File: config.mk
export PLATFORM = sky130hd
export DESIGN_NAME = dcache_ctrl_flat
export DESIGN_NICKNAME = d
export VERILOG_FILES = /design/src/rtl/dcache_if.sv /design/src/rtl/dcache_ctrl.sv /design/src/flat_wrapper.sv
export SDC_FILE = /design/constraint.sdc
export NUM_CORES = 2
export LEC_CHECK = 0
export CELL_PAD_IN_SITES_DETAIL_PLACEMENT = 1
export CELL_PAD_IN_SITES_GLOBAL_PLACEMENT = 2
export CORE_AREA = 10 10 505 507
export DETAILED_ROUTE_END_ITERATION = 8
export DIE_AREA = 0 0 515 517
export DONT_BUFFER_PORTS = 1
export PLACE_DENSITY = 0.82
export RECOVER_POWER = 50
export SYNTH_ARGS = -nofsm -noshare
export SYNTH_HDL_FRONTEND = slang
export SYNTH_SLANG_ARGS = --single-unit
File: constraint.sdc
create_clock -name clk -period 4.4 [get_ports clk]
set_input_delay 0.44 -clock clk [delete_from_list [all_inputs] [get_ports clk]]
set_output_delay 0.44 -clock clk [all_outputs]
set_load 0.02 [all_outputs]
File: src/rtl/dcache_if.sv
// dcache_if: pipeline request/response and backing-memory signals of dcache_ctrl.
// The cache controller uses the slave modport; the pipeline/memory side uses master.
interface dcache_if;
  logic [15:0] addr;
  logic [15:0] wdata;
  logic        rd;
  logic        wr;
  logic [15:0] rdata;
  logic        done;
  logic        stall;
  logic        err;
  logic        mem_req;
  logic        mem_wr;
  logic [15:0] mem_addr;
  logic [15:0] mem_wdata;
  logic [15:0] mem_rdata;
  logic        mem_ack;

  modport slave (
    input  addr, wdata, rd, wr, mem_rdata, mem_ack,
    output rdata, done, stall, err, mem_req, mem_wr, mem_addr, mem_wdata
  );

  modport master (
    output addr, wdata, rd, wr, mem_rdata, mem_ack,
    input  rdata, done, stall, err, mem_req, mem_wr, mem_addr, mem_wdata
  );
endinterface

File: src/rtl/dcache_ctrl.sv
// dcache_ctrl: direct-mapped, write-back, write-allocate data cache controller.
// Optional hit/miss statistics counters are built when DCACHE_STATS_EN is defined.
module dcache_ctrl #(
  parameter int INDEX_BITS     = 5,
  parameter int WORDS_PER_LINE = 4
) (
  input  logic        clk,
  input  logic        rst,
  dcache_if.slave     bus
`ifdef DCACHE_STATS_EN
  ,
  output logic [15:0] hit_cnt,
  output logic [15:0] miss_cnt
`endif
);
  localparam int LINES    = 1 << INDEX_BITS;
  localparam int TAG_BITS = 13 - INDEX_BITS;

  typedef enum logic [1:0] {
    IDLE = 2'd0,
    WB   = 2'd1,
    FILL = 2'd2,
    DONE = 2'd3
  } state_t;

  state_t                state_r, stateNext_s;
  logic [1:0]            cnt_r, cntNext_s;
  logic                  gap_r;
  logic [15:1]           missAddr_r;
  logic [15:0]           missWdata_r;
  logic                  missWr_r;

  logic [15:0]           dataArr_r [LINES][WORDS_PER_LINE];
  logic [TAG_BITS-1:0]   tagArr_r  [LINES];
  logic [LINES-1:0]      valid_r;
  logic [LINES-1:0]      dirty_r;

  logic [INDEX_BITS-1:0] reqIdx_s, missIdx_s;
  logic [TAG_BITS-1:0]   reqTag_s, missTag_s;
  logic [1:0]            reqOff_s, missOff_s;
  logic                  anyReq_s, reqErr_s, hit_s, missEntry_s;
  logic                  memReq_s, ackOk_s, ackErr_s;
  logic                  fillLast_s, hitStore_s, doneStore_s;
  logic                  done_s, stall_s, memWr_s;
  logic [15:0]           memAddr_s, memWdata_s, rdata_s;

  assign reqIdx_s  = bus.addr[3 +: INDEX_BITS];
  assign reqTag_s  = bus.addr[15 -: TAG_BITS];
  assign reqOff_s  = bus.addr[2:1];
  assign missIdx_s = missAddr_r[3 +: INDEX_BITS];
  assign missTag_s = missAddr_r[15 -: TAG_BITS];
  assign missOff_s = missAddr_r[2:1];

  assign anyReq_s    = bus.rd | bus.wr;
  assign reqErr_s    = (bus.rd & bus.wr) | (anyReq_s & bus.addr[0]);
  assign hit_s       = !rst && (state_r == IDLE) && anyReq_s && !reqErr_s &&
                       valid_r[reqIdx_s] && (tagArr_r[reqIdx_s] == reqTag_s);
  assign missEntry_s = !rst && (state_r == IDLE) && anyReq_s && !reqErr_s && !hit_s;

  // One idle cycle follows every acknowledged word, so an ack seen then is spurious.
  assign memReq_s    = ((state_r == WB) || (state_r == FILL)) && !gap_r;
  assign ackOk_s     = !rst && memReq_s && bus.mem_ack;
  assign ackErr_s    = ((state_r == WB) || (state_r == FILL)) && !memReq_s && bus.mem_ack;
  assign fillLast_s  = (state_r == FILL) && ackOk_s && (cnt_r == 2'd3);
  assign hitStore_s  = hit_s && bus.wr;
  assign doneStore_s = !rst && (state_r == DONE) && missWr_r;

  // Next-state, word counter and combinational outputs of the miss FSM.
  always_comb begin
    stateNext_s = state_r;
    cntNext_s   = cnt_r;
    done_s      = 1'b0;
    stall_s     = 1'b0;
    memWr_s     = 1'b0;
    memAddr_s   = 16'h0000;
    memWdata_s  = 16'h0000;
    rdata_s     = 16'h0000;
    case (state_r)
      IDLE: begin
        if (hit_s) begin
          done_s = 1'b1;
          if (bus.rd) rdata_s = dataArr_r[reqIdx_s][reqOff_s];
          else        rdata_s = 16'h0000;
        end else if (missEntry_s) begin
          stall_s     = 1'b1;
          cntNext_s   = 2'd0;
          stateNext_s = (valid_r[reqIdx_s] && dirty_r[reqIdx_s]) ? WB : FILL;
        end else begin
          stateNext_s = IDLE;
        end
      end
      WB: begin
        stall_s = 1'b1;
        memWr_s = memReq_s;
        if (memReq_s) begin
          memAddr_s  = {tagArr_r[missIdx_s], missIdx_s, cnt_r, 1'b0};
          memWdata_s = dataArr_r[missIdx_s][cnt_r];
        end else begin
          memAddr_s  = 16'h0000;
        end
        if (ackOk_s) begin
          cntNext_s   = cnt_r + 2'd1;
          stateNext_s = (cnt_r == 2'd3) ? FILL : WB;
        end else begin
          stateNext_s = WB;
        end
      end
      FILL: begin
        stall_s = 1'b1;
        if (memReq_s) memAddr_s = {missTag_s, missIdx_s, cnt_r, 1'b0};
        else          memAddr_s = 16'h0000;
        if (ackOk_s) begin
          cntNext_s   = cnt_r + 2'd1;
          stateNext_s = (cnt_r == 2'd3) ? DONE : FILL;
        end else begin
          stateNext_s = FILL;
        end
      end
      DONE: begin
        done_s      = 1'b1;
        stateNext_s = IDLE;
        if (!missWr_r) rdata_s = dataArr_r[missIdx_s][missOff_s];
        else           rdata_s = 16'h0000;
      end
      default: begin
        stateNext_s = IDLE;
      end
    endcase
  end

  // Reset forces every output low immediately, even mid-transaction.
  assign bus.done      = done_s & ~rst;
  assign bus.stall     = stall_s & ~rst;
  assign bus.mem_req   = memReq_s & ~rst;
  assign bus.mem_wr    = memWr_s & ~rst;
  assign bus.mem_addr  = rst ? 16'h0000 : memAddr_s;
  assign bus.mem_wdata = rst ? 16'h0000 : memWdata_s;
  assign bus.rdata     = rst ? 16'h0000 : rdata_s;
  assign bus.err       = ~rst & (reqErr_s | ackErr_s);

  // FSM state, word counter and the request captured at miss entry.
  always_ff @(posedge clk or posedge rst) begin
    if (rst) begin
      state_r     <= IDLE;
      cnt_r       <= 2'd0;
      gap_r       <= 1'b0;
      missAddr_r  <= 15'h0000;
      missWdata_r <= 16'h0000;
      missWr_r    <= 1'b0;
    end else begin
      state_r <= stateNext_s;
      cnt_r   <= cntNext_s;
      gap_r   <= ackOk_s;
      if (missEntry_s) begin
        missAddr_r  <= bus.addr[15:1];
        missWdata_r <= bus.wdata;
        missWr_r    <= bus.wr;
      end else begin
        missWr_r    <= missWr_r;
      end
    end
  end

  // Valid and dirty flags per line.
  always_ff @(posedge clk or posedge rst) begin
    if (rst) begin
      valid_r <= {LINES{1'b0}};
      dirty_r <= {LINES{1'b0}};
    end else if (fillLast_s) begin
      valid_r[missIdx_s] <= 1'b1;
      dirty_r[missIdx_s] <= 1'b0;
    end else if (hitStore_s) begin
      dirty_r[reqIdx_s]  <= 1'b1;
    end else if (doneStore_s) begin
      dirty_r[missIdx_s] <= 1'b1;
    end else begin
      dirty_r <= dirty_r;
    end
  end

  // Data and tag storage; contents survive reset.
  always_ff @(posedge clk) begin
    if (ackOk_s && (state_r == FILL)) begin
      dataArr_r[missIdx_s][cnt_r] <= bus.mem_rdata;
    end else if (hitStore_s) begin
      dataArr_r[reqIdx_s][reqOff_s] <= bus.wdata;
    end else if (doneStore_s) begin
      dataArr_r[missIdx_s][missOff_s] <= missWdata_r;
    end
    if (fillLast_s) begin
      tagArr_r[missIdx_s] <= missTag_s;
    end
  end

`ifdef DCACHE_STATS_EN
  // Saturating hit and miss-entry counters.
  always_ff @(posedge clk or posedge rst) begin
    if (rst) begin
      hit_cnt  <= 16'h0000;
      miss_cnt <= 16'h0000;
    end else begin
      if (hit_s && (hit_cnt != 16'hFFFF)) hit_cnt <= hit_cnt + 16'h0001;
      else                                hit_cnt <= hit_cnt;
      if (missEntry_s && (miss_cnt != 16'hFFFF)) miss_cnt <= miss_cnt + 16'h0001;
      else                                       miss_cnt <= miss_cnt;
    end
  end
`endif
endmodule
File: src/flat_wrapper.sv
// flat-port wrapper written by rule: the top's interface ports become plain ports
module dcache_ctrl_flat 
#(
  parameter int INDEX_BITS     = 5,
  parameter int WORDS_PER_LINE = 4
)
  (clk, rst, bus_addr, bus_wdata, bus_rd, bus_wr, bus_mem_rdata, bus_mem_ack, bus_rdata, bus_done, bus_stall, bus_err, bus_mem_req, bus_mem_wr, bus_mem_addr, bus_mem_wdata);
  dcache_if bus_i ();
  input  logic clk;
  input  logic rst;
  input wire logic [$bits(bus_i.addr)-1:0] bus_addr;
  input wire logic [$bits(bus_i.wdata)-1:0] bus_wdata;
  input wire logic [$bits(bus_i.rd)-1:0] bus_rd;
  input wire logic [$bits(bus_i.wr)-1:0] bus_wr;
  input wire logic [$bits(bus_i.mem_rdata)-1:0] bus_mem_rdata;
  input wire logic [$bits(bus_i.mem_ack)-1:0] bus_mem_ack;
  output wire logic [$bits(bus_i.rdata)-1:0] bus_rdata;
  output wire logic [$bits(bus_i.done)-1:0] bus_done;
  output wire logic [$bits(bus_i.stall)-1:0] bus_stall;
  output wire logic [$bits(bus_i.err)-1:0] bus_err;
  output wire logic [$bits(bus_i.mem_req)-1:0] bus_mem_req;
  output wire logic [$bits(bus_i.mem_wr)-1:0] bus_mem_wr;
  output wire logic [$bits(bus_i.mem_addr)-1:0] bus_mem_addr;
  output wire logic [$bits(bus_i.mem_wdata)-1:0] bus_mem_wdata;
  assign bus_i.addr = bus_addr;
  assign bus_i.wdata = bus_wdata;
  assign bus_i.rd = bus_rd;
  assign bus_i.wr = bus_wr;
  assign bus_i.mem_rdata = bus_mem_rdata;
  assign bus_i.mem_ack = bus_mem_ack;
  assign bus_rdata = bus_i.rdata;
  assign bus_done = bus_i.done;
  assign bus_stall = bus_i.stall;
  assign bus_err = bus_i.err;
  assign bus_mem_req = bus_i.mem_req;
  assign bus_mem_wr = bus_i.mem_wr;
  assign bus_mem_addr = bus_i.mem_addr;
  assign bus_mem_wdata = bus_i.mem_wdata;
  dcache_ctrl #(.INDEX_BITS(INDEX_BITS), .WORDS_PER_LINE(WORDS_PER_LINE)) u_core (.clk(clk), .rst(rst), .bus(bus_i));
endmodule
Yosys cells after proc, flatten, opt, wreduce, memory -nomap -nowiden. Memories as Yosys holds them, arrays and structs flattened. Cells that the tools add are included.

Logic and storage cells: 280. Output and inout bits: 53. Memory bits (writable): 2304. Bits in registers: 101. Memories: 2. Input bits: 53.

Add/subtract/negate cells: 1. $lt $le $gt $ge: 10. Mux-type cells: 134. Reductions and logical operators: 34. Equal/unequal tests: 8. Bitwise operators: 83.

Memories: u_core.dataArr_r (words 32, width 64, read ports 2, clocked after memory_dff 0, write ports 1, RTL line dcache_ctrl.sv:33) `logic [15:0] dataArr_r [LINES][WORDS_PER_LINE];`; u_core.tagArr_r (words 32, width 8, read ports 2, clocked after memory_dff 0, write ports 1, RTL line dcache_ctrl.sv:34) `logic [TAG_BITS-1:0] tagArr_r [LINES];`.

Operator list (count): two-way mux 64 bit (5); two-way mux 16 bit (19); binary-select mux 16 bit (select 2 bit) (3); demux 16 bit (select 2 bit) (3); two-way mux 32 bit (3); bitwise OR 32 bit (3); two-way mux 1 bit (81); bitwise OR 1 bit (67); one-hot mux 16 bit (2 select lines) (2); OR reduction 64 bit (1); bitwise AND 32 bit (1); NOT 32 bit (1); logical AND 1 bit (22); two-way mux 2 bit (9); less-than comparator 5 x 6 -> 1 bit (second input constant) (2); binary-select mux 1 bit (select 5 bit) (2); demux 1 bit (select 5 bit) (2); >= comparator 5 x 1 -> 1 bit (second input constant) (2); >= comparator 3 bit (second input constant) (3); less-than comparator 3 x 1 -> 1 bit (second input constant) (3); NOT 2 -> 3 bit (3); equality test 8 bit (1); one-hot mux 2 bit (4 select lines) (1); bitwise AND 1 bit (7); other kinds (16) (24).

Logic depth before layout (Yosys ltp).
Word-level depth: 13. Mapped depth: 15. Mapped depth without buffers: 11.

Worst setup path before layout. Ideal clock, no wire load.

Path type: input-to-reg. From: input rst. To: memory u_core.dataArr_r[0][0] (netlist bit) (data pin). Data arrival time: 5978 ps. Slack: -1955 ps. Setup time: 377 ps. Stages on the path: 11. Cell sequence: inv_1 > nand2_1 > nor2_1 > and3_1 > clkbuf_1 > nor2b_1 > nand3_1 > buf_2 > buf_2 > nor2_2 > a21oi_1.

Word-level cells in the longest chain between the ends: 12. Elaborated cells between the ends (all ways): 22.

RTL lines: start: declaration (RTL line flat_wrapper.sv:10) `input logic rst;`; logical NOT 1 bit (*) (RTL line dcache_ctrl.sv:56, dcache_ctrl.sv:62, dcache_ctrl.sv:66); logical AND 1 bit (4 in series) (RTL line dcache_ctrl.sv:56) `assign hit_s = !rst && (state_r == IDLE) && anyReq_s && !reqErr_s &&`; logical AND 1 bit (RTL line dcache_ctrl.sv:57) `valid_r[reqIdx_s] && (tagArr_r[reqIdx_s] == reqTag_s);`; logical AND 1 bit (RTL line dcache_ctrl.sv:65) `assign hitStore_s = hit_s && bus.wr;`; two-way mux 1 bit (RTL line dcache_ctrl.sv:185) `end else if (hitStore_s) begin`; two-way mux 1 bit (RTL line dcache_ctrl.sv:183) `if (ackOk_s && (state_r == FILL)) begin`; two-way mux 64 bit (on tied branches) (RTL line dcache_ctrl.sv:186, dcache_ctrl.sv:188); OR reduction 64 bit (no source line) / two-way mux 1 bit (equally long branches); two-way mux 64 bit (no source line) (*); end: declaration (RTL line dcache_ctrl.sv:33).

Mark *: on every way between the ends. The rest lies on a longest branch, timed or not.

Worst setup path after layout.
From: input bus_addr[3]. To: output bus_rdata[1].

Word-level cells in the longest chain between the ends: 8. Elaborated cells between the ends (all ways): 14.

RTL lines: start: declaration (RTL line flat_wrapper.sv:11) `input wire logic [$bits(bus_i.addr)-1:0] bus_addr;`; memory read (32 x 64 bit); binary-select mux 16 bit (select 2 bit) (RTL line dcache_ctrl.sv:82) `if (bus.rd) rdata_s = dataArr_r[reqIdx_s][reqOff_s];`; two-way mux 16 bit (implied by the code) (2 in series) (RTL line dcache_ctrl.sv:82); two-way mux 16 bit (RTL line dcache_ctrl.sv:82); two-way mux 16 bit (*) (RTL line dcache_ctrl.sv:80) `if (hit_s) begin`; one-hot mux 16 bit (2 select lines) (*) (RTL line dcache_ctrl.sv:78) `case (state_r)`; two-way mux 16 bit (*) (RTL line dcache_ctrl.sv:138) `assign bus.rdata = rst ? 16'h0000 : rdata_s;`; end: declaration (RTL line flat_wrapper.sv:17) `output wire logic [$bits(bus_i.rdata)-1:0] bus_rdata;`.

Mark *: on every way between the ends. The rest lies on a longest branch, timed or not. The select of a mux whose other input is x is not followed.

==> key figures <==
Detailed routing
  – DRC viols: 0
  – Drt total wl: 444000 um
  – DR iter-0 viols: between 10000 and 15000
  – DR pass1 iterations: 6
  – Antenna viol nets, final: 0
  – Top Metal Used: met5
  – DR vias/cell: between 7 and 8
  – Met3 Wirelength: approximately 60000 um
  – DRT met1 WL: between 100000 and 150000 um
  – Routed wl met2: slightly above 200000 um
  – Via count: around 74000
  – Wire per inst: 45.5 um

STA
  – Min Tclk post-route: 4.70 ns
  – Rel. slew slack: -0.192
  – Period utilization: 1.07
  – # setup viols final: 27
  – Worst hold margin: about 0.047 ns
  – Final setup margin: -0.303 ns
  – Fmax: about 0.21 GHz
  – Final Hold Viols: 0
  – Fin. max-slew vios: 260
  – Setup tns final: -3.87 ns
  – RSZ-0062 raised after global routing: true
  – Worst-Margin Slew: approximately 1.8 ns
  – Clock Skew: 0.0721 ns

Logic synthesis
  – Mapped cell area: about 110000 um^2
  – Number of flops mapped to enable cells by yosys: between 2000 and 2500
  – YS warnings: 0
  – Synth Area per Inst: 19.2 um^2
  – Sequential area share after synthesis: 0.641
  – Synth Flop Type: edfxtp_1
  – Yosys cell types: 79
  – Ys async rst share: 0.0420
  – Number of synthesized register bits: approximately 2400
  – Count of mapped cells out of synthesis: approximately 5800
  – Syn_nets: about 5900

Critical path
  – Crit path max-delay family: compound AO/OA/AOI/OAI gates
  – CP Cell Sequence: buf_16 > buf_16 > mux4_2 > a22oi_1 > nand4_1 > o21ai_0 > o21ai_0 > nand2_1 > a21oi_1 > buf_4
  – Buf+Inv Stages, Crit Path: 3
  – Startpoint types: primary input
  – Reg2Reg Setup Slack: about 0.10 ns
  – Crit Path Category: primary input to output pin
  – CP Data Required Time: between 3 and 4 ns
  – CP max stage delay: around 0.66 ns
  – CP Capture Type: output pin
  – Slowest-stage cell, CP: o21ai_0
  – Worst-path maximum fanout: 94
  – WP data arrival: between 4 and 5 ns

Clock tree
  – CTS H-tree lvls: 4
  – Clock Root Buffer: clkbuf_16
  – Clk sinks: about 2400
  – Num CTS Buffers: between 200 and 250
  – Clock insertion delay at the later pin of the skew report: ~0.97 ns
  – Clock Path Buffers: 3
  – CTS tree: yes
  – Clock transition at path regs: approximately 0.060 ns

Die
  – Row cnt: between 150 and 200
  – Die X: just over 500 um
  – Core area: 245000 um^2
  – Die height: 517 um
  – Initial Utilization: 0.457
  – Io pins: around 110
  – Die area: approximately 270000 um^2

Min path
  – Worst min path class: primary input to flop

Placed design
  – DP HPWL: approximately 260000 um
  – Final GP Congestion: between 0.9 and 1
  – Pre-CTS WS: -0.213 ns
  – Number of port buffers: 0

Pwr
  – Seq pwr share: 0.418
  – Internal power: around 43 mW
  – Gate power share: 0.235
  – Peak supply drop: around 0.46 mV
  – Sw Ratio: 0.290
  – Leak Pwr: 43.1 nW
  – Sw Pwr: approximately 18 mW
  – Cell area power density: around 450 nW/um^2
  – Clock share of power: 0.347

Global route
  – Grt ovf: 0
  – Number of global-route vias before repair: roughly 73000
  – Antenna violations before repair: 41
  – First-pass GRT wire length: 597000 um
  – Largest net degree at the start of global routing: between 600 and 700
  – Total GRT Usage: 0.319

Finish
  – Share of cells above drive strength 1: 0.419
  – Fin nets: approximately 6400
  – Syn-to-layout area delta: 20.6%

Run
  – Total of max-cap violations: 7

Run status
  – Status: finished with violations
  – Failing checks: capacitance limit, slew limit, setup timing
## power groups by stage
stage / Clock, mW / Sequential [mW] / Combinational (mW)
4_1_cts: 21.1 / 25.5 / 12.9
5_1_grt: 22.1 / 25.5 / 14.5
2_1_floorplan: 0 / 26.0 / 6.79
6_report: 21.1 / 25.5 / 14.3
3_5_place_dp: 0 / 26.0 / 11.5
3_3_place_gp: 0 / 26.0 / 11.3
## through the flow
step,cell area (um^2),cells,power [mW],utilization
floorplan,113000,5820,32.7,-
global placement,123000,9092,37.3,0.501
detailed placement,123000,9092,37.5,0.501
CTS,133000,9669,59.6,0.544
global route,135000,9748,62.2,0.551
finish,135000,9763,61.0,0.551
## cells by family after synthesis
logic type | share of synthesized area
AO/OA/AOI/OAI | 0.0537
XOR/XNOR | 0.000313
adder cells (fa/ha/maj) | 0.00121
buffers and inverters | 0.0193
flip-flops | 0.641
multiplexers | 0.256
other | 0.0000335
AND/OR/NAND/NOR | 0.0291
## metal layers
metal  global-route usage  vias up
li1                     -    26300
met1                0.407    38800
met2                0.488     6861
met3               0.0866     1565
met4                0.201       14
met5                    0        -
## worst paths after layout
| check | cells past startpoint | start | end |
|---|---|---|---|
| max in group asynchronous | 4 | rst | u_core.missAddr_r[6] |
| min in group asynchronous | 3 | rst | u_core.missAddr_r[10] |
| worst min-delay path | 3 | bus_mem_rdata[15] | u_core.dataArr_r[3][63] |
| worst min register to register | 1 | u_core.valid_r[29] | u_core.valid_r[29] |
| worst max register to register | 17 | u_core.tagArr_r[0][0] | u_core.dataArr_r[1][14] |
| worst max-delay path | 10 | bus_addr[3] | bus_rdata[1] |
## registers in the layout (all words and copies together) (netlist names)
signal / flops
u_core.gap_r: 1
u_core.dirty_r: 32
u_core.missAddr_r: 15
u_core.tagArr_r: 256
u_core.missWdata_r: 16
u_core.dataArr_r: 2048
u_core.missWr_r: 1
u_core.cnt_r: 2
u_core.valid_r: 32
u_core.state_r: 2
## cell type report
| cell class | instances | area, um^2 |
|---|---|---|
| multi-input combinational | 2914 | 40400 |
| clock inverter | 165 | 1870 |
| clock buffer | 281 | 6160 |
| inverter | 11 | 42.5 |
| tap | 3220 | 4030 |
| sequential | 2405 | 71700 |
| fill | 20900 | 110000 |
| timing repair buffer | 737 | 10700 |
| antenna | 30 | 75.1 |
## worst reg2reg max path, delay by kind of cell (launching register included)
family | cells | cell delay [ns]
compound gates | 3 | 0.46
buf+inv | 8 | 1.37
mux | 1 | 0.24
simple gates | 5 | 1.45
flops | 1 | 0.44
## cell usage in the layout, fill, tap and decap left out, types with 25 or more instances in the layout
master / n
edfxtp_1: 2304
mux4_2: 1136
a22oi_1: 372
buf_12: 291
buf_4: 282
clkbuf_16: 254
mux2i_1: 217
nand4_1: 134
nor2_1: 117
a22oi_2: 112
nor2_2: 102
dfrtp_1: 94
o21ai_0: 65
o22ai_1: 54
nand2_1: 50
a21oi_4: 48
clkbuf_1: 48
buf_6: 47
clkinv_1: 46
nor2_4: 45
clkinv_2: 43
buf_16: 43
or2_2: 37
o21ai_1: 34
dlygate4sd3_1: 34
a22o_1: 33
a221oi_1: 33
diode_2: 30
mux2i_2: 28
mux2_4: 28
a21oi_2: 27
bufinv_16: 27
clkinvlp_4: 25
## repair_timing
action	4_1_cts	5_1_grt
endpoints found under the hold margin	245	1
gates resized for setup	184	201
setup endpoints to repair	41	36
hold buffers	33	1
pin swaps	32	60
setup buffers	77	44
gates cloned	21	18
## synth_stat cells, types with 13 or more instances
master | instances | area share
o21ai_1 | 33 | 0.0015
a22o_1 | 33 | 0.0026
nand4_1 | 134 | 0.0075
o22ai_1 | 63 | 0.0035
mux2i_1 | 258 | 0.023
nor2_1 | 250 | 0.0084
mux2_4 | 28 | 0.0038
dfrtp_1 | 101 | 0.023
edfxtp_1 | 2304 | 0.62
buf_6 | 13 | 0.0013
a221oi_1 | 33 | 0.0026
nand2_1 | 61 | 0.0020
o21ai_0 | 66 | 0.0030
clkbuf_1 | 264 | 0.0089
or2_2 | 37 | 0.0021
buf_4 | 15 | 0.0010
nor2_2 | 14 | 0.00078
nor4_1 | 13 | 0.00073
mux4_2 | 1136 | 0.23
and2_1 | 28 | 0.0016
o211ai_1 | 18 | 0.0012
a21oi_1 | 93 | 0.0042
buf_2 | 85 | 0.0038
a22oi_1 | 484 | 0.032
buf_1 | 110 | 0.0037
(Power assumes the default switching activity.)
